==> config.mk <==
export PLATFORM = sky130hd
export DESIGN_NAME = stage_mem
export DESIGN_NICKNAME = d
export VERILOG_FILES = /design/src/rtl/lc3b_types.sv /design/src/rtl/mem_byte_lane.sv /design/src/rtl/stage_mem.sv
export SDC_FILE = /design/constraint.sdc
export NUM_CORES = 1
export LEC_CHECK = 0
export BUFFER_PORTS_ARGS = -buffer_cell sky130_fd_sc_hd__buf_2
export CAP_MARGIN = 20
export CORE_ASPECT_RATIO = 0.7
export CORE_MARGIN = 2
export CORE_UTILIZATION = 42
export DETAILED_ROUTE_END_ITERATION = 16
export PLACE_DENSITY = 0.75
export SETUP_SLACK_MARGIN = 0.05
export SYNTH_ARGS = -nofsm -noshare
export SYNTH_HDL_FRONTEND = slang
export SYNTH_SLANG_ARGS = --single-unit
==> constraint.sdc <==
create_clock -name clk -period 4.9 [get_ports clk]
set_input_delay 1.47 -clock clk [delete_from_list [all_inputs] [get_ports clk]]
set_output_delay 1.47 -clock clk [all_outputs]
set_load 0.05 [all_outputs]
==> src/rtl/lc3b_types.sv <==
// LC-3b shared types for the MEM stage.
// Control-word fields, MEM FSM states and word helpers.
package lc3b_types;

  typedef logic [15:0] lc3b_word;

  typedef struct packed {
    logic mem_read;
    logic mem_write;
    logic mem_byte;
    logic mem_indirect;
  } lc3b_control_word;

  typedef enum logic [1:0] {
    IDLE,
    FIRST,
    SECOND,
    DONE
  } lc3b_mem_state;

  localparam logic [1:0] BE_WORD = 2'b11;
  localparam logic [1:0] BE_LO   = 2'b01;
  localparam logic [1:0] BE_HI   = 2'b10;

endpackage

==> src/rtl/mem_byte_lane.sv <==
// Byte-lane steering for MEM accesses.
// Picks lane enables, replicates store bytes, extends load bytes.
module mem_byte_lane
  import lc3b_types::*;
#(
  parameter bit SEXT_LDB = 1'b1
) (
  input  logic       lane,
  input  logic       byte_op,
  input  lc3b_word   sr2,
  input  lc3b_word   rdata,
  output logic [1:0] byte_enable,
  output lc3b_word   wdata,
  output lc3b_word   result
);

  logic [7:0] sel;

  // Word access passes through; byte access steers one lane.
  always_comb begin
    byte_enable = BE_WORD;
    wdata       = sr2;
    result      = rdata;
    sel         = lane ? rdata[15:8] : rdata[7:0];
    if (byte_op) begin
      byte_enable = lane ? BE_HI : BE_LO;
      wdata       = {sr2[7:0], sr2[7:0]};
      result      = {{8{SEXT_LDB & sel[7]}}, sel};
    end
  end

endmodule

==> src/rtl/stage_mem.sv <==
// LC-3b MEM stage: data-memory handshake and load result.
// Holds the pipeline until each (possibly indirect) access completes.
module stage_mem
  import lc3b_types::*;
#(
  parameter bit SEXT_LDB = 1'b1
) (
  input  logic             clk,
  input  logic             reset,
  input  logic             stall_in,
  input  lc3b_control_word control_in,
  input  logic [15:0]      alu_in,
  input  logic [15:0]      sr2_in,
  input  logic             mem_resp,
  input  logic [15:0]      mem_rdata,
  output logic             mem_read,
  output logic             mem_write,
  output logic [15:0]      mem_address,
  output logic [15:0]      mem_wdata,
  output logic [1:0]       mem_byte_enable,
  output logic [15:0]      mem_data_out,
  output logic             stall_out
);

  lc3b_mem_state state, state_next;
  lc3b_word      ind_addr, addr_sel;
  lc3b_word      lane_wdata, lane_result;
  logic [1:0]    lane_be;
  logic          op, first_rd;
  logic          rd_req, wr_req, byte_sel;
  logic          ind_load, data_load;

  assign op       = control_in.mem_read | control_in.mem_write;
  assign first_rd = control_in.mem_read | control_in.mem_indirect;

  mem_byte_lane #(
    .SEXT_LDB(SEXT_LDB)
  ) u_lane (
    .lane       (addr_sel[0]),
    .byte_op    (byte_sel),
    .sr2        (sr2_in),
    .rdata      (mem_rdata),
    .byte_enable(lane_be),
    .wdata      (lane_wdata),
    .result     (lane_result)
  );

  // Next state, request strobes and latch enables.
  always_comb begin
    state_next = state;
    rd_req     = 1'b0;
    wr_req     = 1'b0;
    byte_sel   = 1'b0;
    ind_load   = 1'b0;
    data_load  = 1'b0;
    addr_sel   = alu_in;
    unique case (state)
      IDLE: begin
        if (op) state_next = FIRST;
      end
      FIRST: begin
        rd_req   = first_rd;
        wr_req   = ~first_rd & control_in.mem_write;
        byte_sel = control_in.mem_byte;
        if (mem_resp) begin
          if (control_in.mem_indirect) begin
            ind_load   = 1'b1;
            state_next = SECOND;
          end else begin
            data_load  = first_rd;
            state_next = DONE;
          end
        end
      end
      SECOND: begin
        addr_sel = ind_addr;
        rd_req   = control_in.mem_read;
        wr_req   = ~control_in.mem_read & control_in.mem_write;
        if (mem_resp) begin
          data_load  = control_in.mem_read;
          state_next = DONE;
        end
      end
      DONE: begin
        if (!stall_in) state_next = IDLE;
      end
      default: state_next = IDLE;
    endcase
  end

  // State, indirect pointer and load result registers.
  always_ff @(posedge clk or posedge reset) begin
    if (reset) begin
      state        <= IDLE;
      ind_addr     <= '0;
      mem_data_out <= '0;
    end else begin
      state <= state_next;
      if (ind_load)  ind_addr     <= mem_rdata;
      if (data_load) mem_data_out <= lane_result;
    end
  end

  // Requests and stall drop the moment reset is raised.
  assign mem_read        = rd_req & ~reset;
  assign mem_write       = wr_req & ~reset;
  assign stall_out       = op & (state != DONE) & ~reset;
  assign mem_address     = {addr_sel[15:1], 1'b0};
  assign mem_wdata       = lane_wdata;
  assign mem_byte_enable = lane_be;

endmodule

==> results.md, run 1 <==
STA:
- Timing would allow up to 0.247 GHz.
- The final critical-path required period is 4.05 ns.
- Setup repair after global routing left no endpoint under its margin.
- Across the routed clock network, the largest skew measured is 0.00323 ns.
- The final hold violation count came to 0.
- The setup-violating endpoint count in the final report is 0.
- The transition at the pin with the smallest max-transition slack is 0.598 ns.
- The count of pins over their slew limit was 0.
- The tightest hold path in the finished design has a slack of 0.502 ns.
- The headroom to the max-slew limit is 0.601.
- In the finished design, the share of the clock period the worst path needs comes to 0.826.
- The final critical-path setup slack is 0.851 ns.
- The summed negative setup slack over all endpoints is 0 ns.

Drt:
- The detailed router placed 1833 vias in this run.
- The number of design-rule violations left by the first detailed-router iteration is 147.
- The post-detailed-route count of antenna-violating nets is 0.
- After detailed routing, the total wire length is 5350 microns.
- In the routed design, unresolved DRC markers number 0.
- The detailed-routing iteration count for the pre-antenna-repair pass is 4.
- The mean number of vias per cell is 5.15.
- The per-cell routed wire length is 15.0 microns.

Place:
- Buffers placed on the I/O ports in this run total 107.
- The worst slack at placement is 0.827 ns.
- The final HPWL from detailed placement is 4150 microns.
- The global placement routability congestion is 0.846.

Floorplan:
- The total area inside the core boundary comes to 4830 sq um.
- The initial utilization of the core area, before any placement, comes to 0.443.
- The die covers 5690 sq um.
- The row count is 21.
- The I/O pin total is 109.
- The die outline width is 89.3 microns.
- The die is 63.7 microns tall.

Finish:
- The antenna diode count is 0.
- At the end of the flow the core is filled with cells to 0.565.
- Of the cells placed in the final design, the portion with a size suffix greater than 1 is 0.578.
- The sequential cells in the finished layout cover a total of 851 sq um.
- The multi-input combinational cells in the finished layout cover a total of 1120 sq um.
- The area growth from synthesis to layout is 27.7%.
- For this run, the post-layout net count is 351.
- The number of inserted filler cells in the final layout is 468.

Clock tree:
- In this run, post-CTS repair resized a total of 0 instances.
- After clock tree synthesis, the flow added hold-fix buffers numbering 0.
- TritonCTS built the clock tree.
- Buffers inserted during clock tree synthesis total 5.
- The TritonCTS sink count is 34.
- The buffer type at the clock tree root is sky130_fd_sc_hd__clkbuf_8.
- The number of levels in the clock H-tree is 2.
- The clock reaches the later pin of the worst-skew pair after 0.28 ns.
- The number of buffers between clock root and the deepest sink is 2.
- After clock tree synthesis, the setup repair step added 0 buffers.
- The clock transition at the registers of the reported paths is 0.06 ns.

GRT:
- Global routing finished with a remaining overflow of 0.
- The initial antenna violation count is 0.
- Across every metal layer, demand over resource in global routing totals 0.196.
- The first global-routing pass estimated 8510 microns of wire.
- Entering global routing, the biggest net connects 35 pins.
- The number of global-route vias before repair is 1734.

Run status:
- The run finished with clean final reports.

Pwr:
- Power spread over the standard cell area amounts to 709 nW/um^2.
- For this design the total switching power over the nets is 1.02 mW.
- The internal power of the cells is 0.916 mW.
- The combinational fraction of design power is 0.634.
- The reported leakage power is 1.30 nW.
- The share of total power dissipated in the clock network is 0.104.
- Of the total power, the share spent switching nets is 0.527.
- The worst-case vdd ir drop is 0.306 mV.
- The share of total power dissipated in sequential elements is 0.262.

Synth:
- During synthesis, Yosys emitted a total of 0 warnings.
- The share of synthesized area in the top cell type comes to 0.398.
- In the post-synthesis netlist, the biggest area contributors are sky130_fd_sc_hd__dfrtp_1, sky130_fd_sc_hd__mux2_2, sky130_fd_sc_hd__a31oi_2, sky130_fd_sc_hd__mux2_1, sky130_fd_sc_hd__ha_1.
- The sequential area share after synthesis is 0.398.
- The mean instance size in the synthesized netlist is 11.1 sq um.
- The post-synthesis net count is 256.
- The post-synthesis cell count is 193.
- Yosys mapped the design onto 34 distinct sky130hd cell types.
- After synthesis the netlist holds a flip-flop and latch count of 34.
- The largest area contributor in the netlist is sky130_fd_sc_hd__dfrtp_1.
- The mapped cell area is 2140 sq um.

Setup path:
- The endpoint kind of the worst setup timing path is a primary output.
- The worst setup path is of the input pin to primary output kind.
- The required time of the worst setup path is 3.43 ns.
- Data arrives at the worst endpoint at 2.58 ns.
- The worst setup path is launched from an input pin.
- Of all nets on the critical path, the largest fanout is 12.

Hold path:
- The tightest min-delay check is of the register to register type.

Flow run:
- The tool flagged a number of max-cap violations equal to 0.
## cells in the final DEF (no fill, tap or decap), types with 2 or more instances in the layout
cell type and count:
sky130_fd_sc_hd__nand4_1 7, sky130_fd_sc_hd__mux2_4 2, sky130_fd_sc_hd__nand3_1 5, sky130_fd_sc_hd__buf_2 107
sky130_fd_sc_hd__nand2_1 11, sky130_fd_sc_hd__a21oi_1 17, sky130_fd_sc_hd__clkbuf_8 6, sky130_fd_sc_hd__dfrtp_1 34
sky130_fd_sc_hd__a31oi_1 6, sky130_fd_sc_hd__a31oi_2 10, sky130_fd_sc_hd__o21ai_0 10, sky130_fd_sc_hd__mux2_2 32
sky130_fd_sc_hd__buf_4 5, sky130_fd_sc_hd__ha_1 7, sky130_fd_sc_hd__inv_1 4, sky130_fd_sc_hd__mux2_1 8
## worst max-delay path, stage by stage
cell and delay (ns):
sky130_fd_sc_hd__buf_2 0.21, sky130_fd_sc_hd__nand2_1 0.28, sky130_fd_sc_hd__mux2_1 0.40, sky130_fd_sc_hd__buf_2 0.21
## sequential cells by signal (all words and copies together) (netlist names)
signal and count:
state 2, mem_data_out 16, ind_addr 16
## power by group through the flow
stage               Sequential [mW]  Combinational [mW]  Clock (mW)
floorplan                     0.724               0.781           0
global placement              0.508                1.22           0
detailed placement            0.511                1.23           0
CTS                           0.508                1.24       0.209
global route                  0.527                1.30       0.222
finish                        0.508                1.23       0.202
## routing by layer
layer	track usage	vias to the layer above	routed length, microns	share of wire
met2	0.292	83	2350	0.44
met4	0.0485	0	51	0.0095
met3	0.0498	5	477	0.089
li1	-	879	-	-
met5	0	-	0	0
met1	0.283	866	2470	0.46
## synth_stat cells
library cell / count
sky130_fd_sc_hd__or2b_1: 1
sky130_fd_sc_hd__o2111ai_1: 1
sky130_fd_sc_hd__o21ai_0: 10
sky130_fd_sc_hd__a211o_1: 1
sky130_fd_sc_hd__a2bb2oi_1: 1
sky130_fd_sc_hd__and3_1: 1
sky130_fd_sc_hd__nand3_1: 5
sky130_fd_sc_hd__nor3_1: 1
sky130_fd_sc_hd__nand3_2: 1
sky130_fd_sc_hd__mux2_2: 32
sky130_fd_sc_hd__buf_2: 8
sky130_fd_sc_hd__nand2_1: 11
sky130_fd_sc_hd__a31oi_1: 6
sky130_fd_sc_hd__or3b_1: 1
sky130_fd_sc_hd__buf_6: 4
sky130_fd_sc_hd__o21bai_1: 1
sky130_fd_sc_hd__a31oi_2: 10
sky130_fd_sc_hd__inv_1: 4
sky130_fd_sc_hd__dfrtp_1: 34
sky130_fd_sc_hd__clkbuf_2: 1
sky130_fd_sc_hd__mux2_4: 2
sky130_fd_sc_hd__buf_4: 9
sky130_fd_sc_hd__nor4bb_1: 1
sky130_fd_sc_hd__clkbuf_1: 2
sky130_fd_sc_hd__a21oi_1: 17
sky130_fd_sc_hd__conb_1: 1
sky130_fd_sc_hd__nand4_1: 7
sky130_fd_sc_hd__mux2_1: 8
sky130_fd_sc_hd__nand2b_1: 1
sky130_fd_sc_hd__and2_4: 1
sky130_fd_sc_hd__ha_1: 7
sky130_fd_sc_hd__nor2_1: 1
sky130_fd_sc_hd__or2_1: 1
sky130_fd_sc_hd__mux2i_4: 1
## stage by stage
stage / power [mW] / std cells / cell area, sq um
after global routing: 2.05 / 356 / 2730
after floorplan: 1.50 / 193 / 2150
after global placement: 1.73 / 350 / 2650
after CTS: 1.95 / 356 / 2730
final: 1.94 / 356 / 2730
after detailed placement: 1.75 / 350 / 2650
## area by class of cell
cell class	instances	area share
repair buffers	112	0.210
multi-input cells	131	0.411
clock buffers	6	0.0302
well taps	69	0.0316
flip-flops and latches	34	0.311
inverters	4	0.00550
## path summary, 6_finish.rpt
check | depth (start not counted) | startpoint | to | slack [ns]
min | 1 | ind_addr[2] | ind_addr[2] | 0.50
max in group asynchronous | 3 | reset | ind_addr[9] | 3.27
max | 4 | control_in[1] | mem_wdata[11] | 0.85
min reg2reg | 1 | ind_addr[2] | ind_addr[2] | 0.50
min in group asynchronous | 3 | reset | state[0] | 1.31
max reg2reg | 6 | state[0] | mem_data_out[15] | 2.77
## cells by family (layout without fill, tap and decap cells)
kind of cell	after synthesis	in the layout	share of synthesized area
AO/OA/AOI/OAI	47	47	0.155
multiplexers	43	43	0.235
flip-flops	34	34	0.398
AND/OR/NAND/NOR	33	33	0.0854
buffers and inverters	28	122	0.0842
adder cells (fa/ha/maj)	7	7	0.0409
other	1	1	0.00175
No activity file was read; power rests on OpenSTA's default activity.
==> run 2, diff against run 1 <==
--- a/config.mk
+++ b/config.mk
@@ -9,9 +9,9 @@
 export CAP_MARGIN = 20
 export CORE_ASPECT_RATIO = 0.7
 export CORE_MARGIN = 2
-export CORE_UTILIZATION = 42
+export CORE_UTILIZATION = 41
 export DETAILED_ROUTE_END_ITERATION = 16
-export PLACE_DENSITY = 0.75
+export PLACE_DENSITY = 0.76
 export SETUP_SLACK_MARGIN = 0.05
 export SYNTH_ARGS = -nofsm -noshare
 export SYNTH_HDL_FRONTEND = slang
==> constraint.sdc (replaced) <==
create_clock -name clk -period 3.51 [get_ports clk]
set_input_delay 1.053 -clock clk [delete_from_list [all_inputs] [get_ports clk]]
set_output_delay 1.053 -clock clk [all_outputs]
set_load 0.05 [all_outputs]
==> results.md, run 2 (synthesis results as in run 1) <==
Setup path:
- The element type at the critical path start was a register (was input pin).
- The critical path class is register to primary output (was input pin to primary output).
- The path depth of the worst reg2reg path is 5 (was 6).
- The setup slack of the most critical reg-to-reg path is 1.29 ns (was 2.77 ns).
- The capturing element of the worst setup path is mem_byte_enable[1] (was mem_wdata[11]).
- The startpoint of the lowest-slack register-to-register path is state[0] (unchanged).
- The required time of the worst setup path is 2.46 ns (was 3.43 ns).
- The endpoint arrival time on the critical path is 2.24 ns (was 2.58 ns).
- The worst flop-to-flop path endpoint is mem_data_out[10] (was mem_data_out[15]).
- The launch point of the worst path is state[0] (was control_in[1]).
- The maximum fanout along the worst path was 10 (was 12).
- The endpoint kind of the worst setup timing path is a primary output (unchanged).

Floorplan:
- The total die area is 5820 sq um (was 5690 sq um).
- The initial cell density of the core was 0.435 (was 0.443).
- The die height is 64.4 microns (was 63.7 microns).
- The die outline width is 90.3 microns (was 89.3 microns).
- The row count is 21 (unchanged).
- The core box area is 4910 sq um (was 4830 sq um).
- The I/O pin total came to 109 (unchanged).

GRT:
- The wire length of the first global-routing pass is 8670 microns (was 8510 microns).
- The number of global-route vias before repair was 1738 (was 1734).
- The met3 layer usage reported by global route is 0.0756 (was 0.0498).
- The most used routing layer in global routing is met2 (unchanged).
- The fraction of met1 tracks used by global routing is 0.265 (was 0.283).
- The initial antenna violation count was 0 (unchanged).
- The total congestion overflow after global routing was 0 (unchanged).
- The met2 demand-to-capacity share in global routing was 0.269 (was 0.292).
- The pin count of the biggest net entering global routing is 35 (unchanged).
- The global routing usage summed across all routing layers is 0.188 (was 0.196).

Clock tree:
- The TritonCTS clock tree is yes (unchanged).
- The clock latency reported for the late side of the worst-skew pair came to 0.28 ns (about the same).
- The number of levels in the clock H-tree is 2 (unchanged).
- The number of buffers between clock root and the deepest sink is 2 (unchanged).
- The TritonCTS sink count is 34 (unchanged).
- The clock transition at the registers of the reported paths is 0.07 ns (was 0.06 ns).
- The post-cts sizing count is 0 (unchanged).
- The count of buffers added by post-CTS timing repair for setup was 0 (unchanged).
- The buffer type at the clock tree root is sky130_fd_sc_hd__clkbuf_8 (unchanged).
- The hold buffer count at cts was 0 (unchanged).
- The number of buffers added by the clock tree synthesis step is 5 (unchanged).

Place:
- The number of placed cells counting well taps is 350 (unchanged).
- The final HPWL from detailed placement came to 4220 microns (was 4150 microns).
- The global placement routability congestion is 0.868 (was 0.846).
- The total of buffers placed on input and output ports is 107 (unchanged).

STA:
- The transition at the pin with the smallest max-transition slack was 0.580 ns (was 0.598 ns).
- The summed negative setup slack over all endpoints is 0 ns (unchanged).
- The setup-violating endpoint count in the final report was 0 (unchanged).
- The routed design could run at a clock period as short as 3.29 ns.
- The share of the cycle needed by the critical path after routing is 0.937.
- The worst-case clock skew is 0.00647 ns (was 0.00323 ns).
- The count of pins over their slew limit is 0 (unchanged).
- The headroom to the max-slew limit was 0.614 (was 0.601).
- Setup repair after global routing missed its margin: no (unchanged).
- The final hold violation count is 0 (unchanged).
- For this run, the top clock speed supported by timing is 0.304 GHz.

Finish:
- The most common library cell in the layout ignoring fill and taps is sky130_fd_sc_hd__buf_2 (unchanged).
- The count of placed standard cells in the final layout, fillers left out was 358 (was 356).
- The share of post-route cells with drive strength above 1 is 0.585 (was 0.578).
- The post-layout net count is 351 (unchanged).
- The antenna diode count was 0 (unchanged).
- Most used cells in the layout excluding fill and tap cells: sky130_fd_sc_hd__buf_2, sky130_fd_sc_hd__dfrtp_1, sky130_fd_sc_hd__mux2_2 (unchanged).
- The area growth from synthesis to layout is 29.0% (was 27.7%).
- Biggest regs: ind_addr x16, mem_data_out x16, state x2 (unchanged).
- The number of inserted filler cells in the final layout came to 469 (was 468).

Drt:
- The per-cell routed wire length is 15.4 microns (was 15.0 microns).
- The post-detailed-routing wire length was 5500 microns (was 5350 microns).
- The post-detailed-route count of antenna-violating nets is 0 (unchanged).
- The mean number of vias per cell is 5.04 (was 5.15).
- The number of design-rule violations left by the first detailed-router iteration is 138 (was 147).
- The count of unresolved DRC violations after routing was 0 (unchanged).
- The detailed-routing iteration count for the pre-antenna-repair pass was 4 (unchanged).
- The number of vias after detailed routing is 1803 (was 1833).

Hold path:
- The startpoint of the tightest hold check path is ind_addr[1] (was ind_addr[2]).
- The path class of the lowest-slack min-delay path is register to register (unchanged).

Pwr:
- The reported leakage power is 1.31 nW (was 1.30 nW).
- The total power density per cell area is 996 nW/um^2 (was 709 nW/um^2).
- The worst-case vdd ir drop came to 0.447 mV (was 0.306 mV).

Flow run:
- The max-cap violation count is 0 (unchanged).

Run status:
- Outcome: complete, no violations (unchanged).
## run 2: routing by layer
layer,wire length (microns),part of all wire
met3,442,0.080
met1,2650,0.48
met4,49,0.0089
met2,2360,0.43
met5,0,0
## run 2: area by class of cell
cell class / count / area (sq um) / share of cell area
Clock inverter: 1 / 5.00 / 0.00181
Timing Repair Buffer: 112 / 586 / 0.212
Tap cell: 69 / 86.3 / 0.0313
Multi-Input combinational cell: 131 / 1130 / 0.408
Inverter: 4 / 18.8 / 0.00680
Clock buffer: 7 / 86.3 / 0.0313
Sequential cell: 34 / 851 / 0.308
## run 2: worst max-delay path: stages (launching register included)
cell	delay, ns
sky130_fd_sc_hd__dfrtp_1	0.42
sky130_fd_sc_hd__inv_1	0.18
sky130_fd_sc_hd__ha_1	0.51
sky130_fd_sc_hd__mux2i_4	0.44
sky130_fd_sc_hd__nand3_1	0.15
sky130_fd_sc_hd__buf_2	0.23
## run 2: power by group
| group | internal (mW) | leakage [nW] | total (mW) | switching, mW |
|---|---|---|---|---|
| clock | 0.158 | 0.0482 | 0.301 | 0.143 |
| combinational | 0.552 | 0.867 | 1.74 | 1.19 |
| sequential | 0.592 | 0.393 | 0.709 | 0.118 |
| total | 1.30 | 1.31 | 2.75 | 1.45 |
## run 2: worst min-delay path by stage
| stage | end | cells past startpoint |
|---|---|---|
| after floorplan | ind_addr[15] | 1 |
| after global placement | ind_addr[1] | 1 |
| after detailed placement | ind_addr[15] | 1 |
| after CTS | ind_addr[15] | 1 |
| after global routing | ind_addr[1] | 1 |
| final | ind_addr[1] | 1 |
## run 2: metrics by stage
step	power (mW)	util	area (sq um)	hold slack, ns	setup WS [ns]
floorplan	2.10	-	2160	0.459	0.132
global placement	2.43	0.543	2670	0.473	0.355
detailed placement	2.46	0.543	2670	0.488	0.319
CTS	2.76	0.562	2760	0.503	0.214
global route	2.91	0.562	2760	0.518	0.0769
finish	2.75	0.562	2760	0.500	0.222
